File: config.mk
export PLATFORM = sky130hd
export DESIGN_NAME = blackjack_controle
export DESIGN_NICKNAME = d
export VERILOG_FILES = /design/src/rtl/blackjack_pkg.sv /design/src/rtl/blackjack_controle_pedido_carta.sv /design/src/rtl/blackjack_controle.sv
export SDC_FILE = /design/constraint.sdc
export NUM_CORES = 1
export LEC_CHECK = 0
export BUFFER_PORTS_ARGS = -buffer_cell sky130_fd_sc_hd__buf_2
export CORE_MARGIN = 10
export CORE_UTILIZATION = 57
export CTS_CLUSTER_DIAMETER = 40
export DETAILED_ROUTE_END_ITERATION = 8
export GPL_ROUTABILITY_DRIVEN = 0
export GPL_TIMING_DRIVEN = 0
export MAX_ROUTING_LAYER = met4
export PLACE_DENSITY = 0.79
export SYNTH_ARGS = -nofsm -noshare
export SYNTH_HDL_FRONTEND = slang
export SYNTH_SLANG_ARGS = --single-unit
File: constraint.sdc
create_clock -name clock -period 2.7 [get_ports clock]
set_input_delay 0.135 -clock clock [delete_from_list [all_inputs] [get_ports clock]]
set_output_delay 0.135 -clock clock [all_outputs]
set_load 0.005 [all_outputs]
File: src/rtl/blackjack_pkg.sv
// Shared constants and encodings for the blackjack controller and scoring block.
package blackjack_pkg;

  localparam int unsigned PTS_W                = 6;
  localparam logic [5:0]  BLACKJACK            = 6'd21;
  localparam int unsigned LIMIAR_DEALER_PADRAO = 17;
  localparam int unsigned TIMEOUT_PADRAO       = 64;

  typedef enum logic [3:0] {
    E_IDLE,
    E_LIMPA,
    E_DISTRIBUI,
    E_VEZ_JOG,
    E_CARTA_JOG,
    E_VEZ_DEALER,
    E_CARTA_DEALER,
    E_COMPARA,
    E_RESULTADO
  } estado_t;

  typedef enum logic [1:0] {
    P_OCIOSO,
    P_ESPERA_BAIXO,
    P_PEDE,
    P_SOLTA
  } pedido_t;

  typedef struct packed {
    logic vitoria;
    logic derrota;
    logic empate;
    logic erro;
  } resultado_t;

endpackage

File: src/rtl/blackjack_controle_pedido_carta.sv
// One card request over the pjogador/pdealer/cartaok handshake, with timeout watchdog.
module pedido_carta
  import blackjack_pkg::*;
#(
  parameter int unsigned TIMEOUT = TIMEOUT_PADRAO
) (
  input  logic clock,
  input  logic reset,
  input  logic go,
  input  logic quem,
  input  logic cartaok,
  output logic pjogador,
  output logic pdealer,
  output logic feito,
  output logic timeout
);

  localparam int unsigned CW = $clog2(TIMEOUT + 1);

  pedido_t       estado_q, estado_d;
  logic [CW-1:0] cnt_q, cnt_d;
  logic          quem_q, quem_d;
  logic          pjogador_q, pjogador_d;
  logic          pdealer_q, pdealer_d;
  logic          feito_q, feito_d;
  logic          timeout_q, timeout_d;

  always_ff @(posedge clock or posedge reset) begin
    if (reset) begin
      estado_q   <= P_OCIOSO;
      cnt_q      <= '0;
      quem_q     <= 1'b0;
      pjogador_q <= 1'b0;
      pdealer_q  <= 1'b0;
      feito_q    <= 1'b0;
      timeout_q  <= 1'b0;
    end else begin
      estado_q   <= estado_d;
      cnt_q      <= cnt_d;
      quem_q     <= quem_d;
      pjogador_q <= pjogador_d;
      pdealer_q  <= pdealer_d;
      feito_q    <= feito_d;
      timeout_q  <= timeout_d;
    end
  end

  // The counter starts at 1 on phase entry so it counts cycles spent in the phase.
  always_comb begin
    estado_d   = estado_q;
    cnt_d      = cnt_q;
    quem_d     = quem_q;
    pjogador_d = pjogador_q;
    pdealer_d  = pdealer_q;
    feito_d    = 1'b0;
    timeout_d  = 1'b0;
    case (estado_q)
      P_OCIOSO: begin
        if (go) begin
          quem_d = quem;
          if (!cartaok) begin
            estado_d   = P_PEDE;
            pjogador_d = !quem;
            pdealer_d  = quem;
            cnt_d      = CW'(1);
          end else begin
            estado_d = P_ESPERA_BAIXO;
          end
        end
      end
      P_ESPERA_BAIXO: begin
        if (!cartaok) begin
          estado_d   = P_PEDE;
          pjogador_d = !quem_q;
          pdealer_d  = quem_q;
          cnt_d      = CW'(1);
        end
      end
      P_PEDE: begin
        if (cartaok) begin
          estado_d   = P_SOLTA;
          pjogador_d = 1'b0;
          pdealer_d  = 1'b0;
          cnt_d      = CW'(1);
        end else if (cnt_q == CW'(TIMEOUT - 1)) begin
          estado_d   = P_OCIOSO;
          pjogador_d = 1'b0;
          pdealer_d  = 1'b0;
          timeout_d  = 1'b1;
        end else begin
          cnt_d = cnt_q + CW'(1);
        end
      end
      P_SOLTA: begin
        if (!cartaok) begin
          estado_d = P_OCIOSO;
          feito_d  = 1'b1;
        end else if (cnt_q == CW'(TIMEOUT - 1)) begin
          estado_d  = P_OCIOSO;
          timeout_d = 1'b1;
        end else begin
          cnt_d = cnt_q + CW'(1);
        end
      end
      default: estado_d = P_OCIOSO;
    endcase
  end

  assign pjogador = pjogador_q;
  assign pdealer  = pdealer_q;
  assign feito    = feito_q;
  assign timeout  = timeout_q;

endmodule

File: src/rtl/blackjack_controle.sv
// Blackjack game flow: initial deal, player hit/stay, dealer draw rule and outcome.
module blackjack_controle
  import blackjack_pkg::*;
#(
  parameter int unsigned TIMEOUT       = TIMEOUT_PADRAO,
  parameter int unsigned LIMIAR_DEALER = LIMIAR_DEALER_PADRAO
) (
  input  logic             clock,
  input  logic             reset,
  input  logic             start,
  input  logic             hit,
  input  logic             stay,
  input  logic             cartaok,
  input  logic [PTS_W-1:0] pts_jogador,
  input  logic [PTS_W-1:0] pts_dealer,
  output logic             pjogador,
  output logic             pdealer,
  output logic             limpa,
  output logic             vez_jog,
  output logic             vitoria,
  output logic             derrota,
  output logic             empate,
  output logic             erro
);

  localparam logic [PTS_W-1:0] LIMIAR = PTS_W'(LIMIAR_DEALER);

  estado_t    estado_q, estado_d;
  logic [1:0] carta_q, carta_d;
  resultado_t res_q, res_d;
  logic       limpa_q, limpa_d;
  logic       vez_jog_q, vez_jog_d;
  logic       go_c, quem_c;
  logic       feito, timeout;

  pedido_carta #(.TIMEOUT(TIMEOUT)) u_pedido (
    .clock    (clock),
    .reset    (reset),
    .go       (go_c),
    .quem     (quem_c),
    .cartaok  (cartaok),
    .pjogador (pjogador),
    .pdealer  (pdealer),
    .feito    (feito),
    .timeout  (timeout)
  );

  always_ff @(posedge clock or posedge reset) begin
    if (reset) begin
      estado_q  <= E_IDLE;
      carta_q   <= 2'd0;
      res_q     <= '0;
      limpa_q   <= 1'b0;
      vez_jog_q <= 1'b0;
    end else begin
      estado_q  <= estado_d;
      carta_q   <= carta_d;
      res_q     <= res_d;
      limpa_q   <= limpa_d;
      vez_jog_q <= vez_jog_d;
    end
  end

  // go is withheld while feito/timeout is up so a finished transaction is not restarted.
  always_comb begin
    estado_d = estado_q;
    carta_d  = carta_q;
    res_d    = res_q;
    limpa_d  = 1'b0;
    go_c     = 1'b0;
    quem_c   = 1'b0;
    case (estado_q)
      E_IDLE, E_RESULTADO: begin
        if (start) begin
          res_d    = '0;
          limpa_d  = 1'b1;
          estado_d = E_LIMPA;
        end
      end
      E_LIMPA: begin
        carta_d  = 2'd0;
        estado_d = E_DISTRIBUI;
      end
      E_DISTRIBUI: begin
        quem_c = carta_q[0];
        go_c   = !feito && !timeout;
        if (timeout) begin
          res_d.erro = 1'b1;
          estado_d   = E_RESULTADO;
        end else if (feito) begin
          if (carta_q == 2'd3) begin
            estado_d = (pts_jogador == BLACKJACK) ? E_VEZ_DEALER : E_VEZ_JOG;
          end else begin
            carta_d = carta_q + 2'd1;
          end
        end
      end
      E_VEZ_JOG: begin
        if (hit) begin
          estado_d = E_CARTA_JOG;
        end else if (stay) begin
          estado_d = E_VEZ_DEALER;
        end
      end
      E_CARTA_JOG: begin
        go_c = !feito && !timeout;
        if (timeout) begin
          res_d.erro = 1'b1;
          estado_d   = E_RESULTADO;
        end else if (feito) begin
          if (pts_jogador > BLACKJACK) begin
            res_d.derrota = 1'b1;
            estado_d      = E_RESULTADO;
          end else if (pts_jogador == BLACKJACK) begin
            estado_d = E_VEZ_DEALER;
          end else begin
            estado_d = E_VEZ_JOG;
          end
        end
      end
      E_VEZ_DEALER: begin
        estado_d = (pts_dealer < LIMIAR) ? E_CARTA_DEALER : E_COMPARA;
      end
      E_CARTA_DEALER: begin
        quem_c = 1'b1;
        go_c   = !feito && !timeout;
        if (timeout) begin
          res_d.erro = 1'b1;
          estado_d   = E_RESULTADO;
        end else if (feito) begin
          estado_d = E_VEZ_DEALER;
        end
      end
      E_COMPARA: begin
        estado_d = E_RESULTADO;
        if ((pts_dealer > BLACKJACK) || (pts_jogador > pts_dealer)) begin
          res_d.vitoria = 1'b1;
        end else if (pts_jogador < pts_dealer) begin
          res_d.derrota = 1'b1;
        end else begin
          res_d.empate = 1'b1;
        end
      end
      default: estado_d = E_IDLE;
    endcase
    vez_jog_d = (estado_d == E_VEZ_JOG);
  end

  assign limpa   = limpa_q;
  assign vez_jog = vez_jog_q;
  assign vitoria = res_q.vitoria;
  assign derrota = res_q.derrota;
  assign empate  = res_q.empate;
  assign erro    = res_q.erro;

endmodule

==> reports/qor.yml <==
ir_drop_uv: 435
track_usage_pct: 14.7
ios: 26
finalHoldViolCount: 0
finalSetupViolCount: 0
diodes: 0
max_slew.worst_pin.slew_ns: 0.982
grt-ovfl-total: 0
yosysTopAreaCell: "dfrtp_1"
crit_path_end_kind: "flop"
utilization_pct: 67.4
grt_pass1_vias: 1653
area_growth_pct: 10.6
arrival_ns: 2.34
die_h_um: 77.8
grt_max_degree: 27
drv_cap: 0
cts_root_buf: "clkbuf_4"
ant_nets: 0
cp_num_buf_inv: 1
antenna_found_initial: 0
path_cells: "or3_4 > o31a_1 > buf_6 > a2111o_1 > mux2_1"
crit_slowest_cell: "dfrtp_1"
skew_ns: 0.00729
synthArstFlopShare_pct: 100
synthDistinctLibCells: 50
instances_no_fill: 289
crit_fanout: 10
period_minus_slack_ns: 2.13
cpPeakStageDelay_ns: 0.44
viasPerCell: 5.96
drtIter0Drc: 104
reg2reg_depth: 5
synth_area_leaders: "dfrtp_1, ha_1, o21ai_0"
ys_ff_latch: 26
dp_cells: 286
numCtsBuffers: 3
syn_area_mm2: 0.00190
cts_sinks: 26
hpwlAfterDp_um: 3250
core_area_mm2: 0.00313
route.vias.total: 1721
drcViolationCount: 0
synth_top_area_share_pct: 34.2
grt_pass1_wl_um: 7360
wl_per_cell_um: 14.8
p_leak_nw: 0.944
syn_avg_cell_area_um2: 8.78
path_class: "flop to flop"
final_nets: 278
setup_tns_ns: 0
slew_viol_final: 0
wl_um: 4280
clockBufferDepth: 2
synth.yosys.seq_area_share_pct: 34.2
cts_resized: 0
syn_nets: 248
placed_cell_area_mm2: 0.00208
synth_edf_count: 0
post_cts_buffers: 0
start_util_pct: 60.9
start_kind: "flop"
syn-instance-count: 217
synth.most_common_cell: "dfrtp_1"
whs_ns: 0.0156
die_w_um: 77.8
rows: 20
drive_gt1_share_pct: 13.5
dieArea_mm2: 0.00605
firstDrtPassIters: 4
r2r-start: "estado_q[0]"
status: "finished, final reports clean"
dp_slack_ns: 0.584
clock_latency_ns: 0.32
hold_buffers: 0
clk_pin_slew_worst_paths_ns: 0.14
hold_path.class: "primary input to asynchronous set/reset pin"
r2r-end: "u_pedido.pjogador"
power_density_mw_per_mm2: 831
ys_top_cells_by_count: "dfrtp_1, nand2_1, o21ai_0, inv_1, ha_1"
fin_area_mm2: 0.00211
finalCritPeriodShare_pct: 79.0
io_buffers: 25
max_slew_margin_pct: 34.5
synthFlopType: "dfrtp_1"
finalPower_mw: 1.75
crit_family: "compound AO/OA/AOI/OAI gates"
clock.fmax_mhz: 469
ys_warn_count: 0
rsz0062_at_grt: "no"
rrSetupSlack_ns: 0.57
layout_setup_ws_ns: 0.568
cts_tree: "built"
cts_max_level: 1
critPathRequiredTime_ns: 2.91
[registers in the layout, indices dropped and copies added, names as in the netlist, 2 cells and up]
name and cells:
carta_q 2, u_pedido.estado_q 2, estado_q 4, u_pedido.cnt_q 7
[layout by cell type, fill, tap and decap left out, types with 4 or more instances in the layout]
master	synthesis	routed
a21oi_1	11	11
buf_2	0	25
clkbuf_1	10	10
dfrtp_1	26	26
ha_1	13	13
inv_1	15	15
mux2i_1	7	7
nand2_1	17	17
nand3_1	7	7
nor2_1	8	8
nor2b_1	7	7
nor3_1	8	8
o211ai_1	5	5
o21ai_0	17	17
o21bai_1	4	4
o311ai_0	5	5
o31ai_1	4	4
[routing by layer]
layer,wire [um],GRT usage [%],vias up
li1,-,-,875
met1,1990,18.0,797
met2,1960,23.1,44
met3,279,3.57,5
met4,51,4.56,0
met5,0,-,-
[report_power, final]
group / switching (mW) / internal [mW]
Combinational: 0.585 / 0.422
Sequential: 0.0833 / 0.499
Clock: 0.110 / 0.0523
[cell type report]
cell class / count / area, um2
Clock buffer: 3 / 22.5
Sequential cell: 26 / 651
Tap cell: 44 / 55.1
Fill cell: 282 / 1020
Buffer: 12 / 52.6
Inverter: 15 / 56.3
Timing Repair Buffer: 25 / 125
Multi-Input combinational cell: 164 / 1140
[worst max-delay path by stage]
stage                 from                 to  slack [ns]  cells after the start
2_1_floorplan  estado_q[0]   u_pedido.pdealer        0.71                      5
3_3_place_gp   estado_q[0]  u_pedido.pjogador        0.59                      5
3_5_place_dp   estado_q[0]  u_pedido.pjogador        0.58                      5
4_1_cts        estado_q[0]  u_pedido.pjogador        0.56                      5
5_1_grt        estado_q[0]  u_pedido.pjogador        0.52                      5
6_report       estado_q[0]  u_pedido.pjogador        0.57                      5
[kinds of logic (layout without fill, tap and decap cells)]
family / count (synthesis) / in the layout / synth area share [%]
and+or+nand+nor: 73 / 73 / 21.2
AOI/OAI and AO/OA: 68 / 68 / 24.9
buffers and inverters: 27 / 55 / 5.72
DFF: 26 / 26 / 34.2
adders and majority gates: 13 / 13 / 8.54
muxes: 10 / 10 / 5.45
Power figures use the tool's default switching activity.
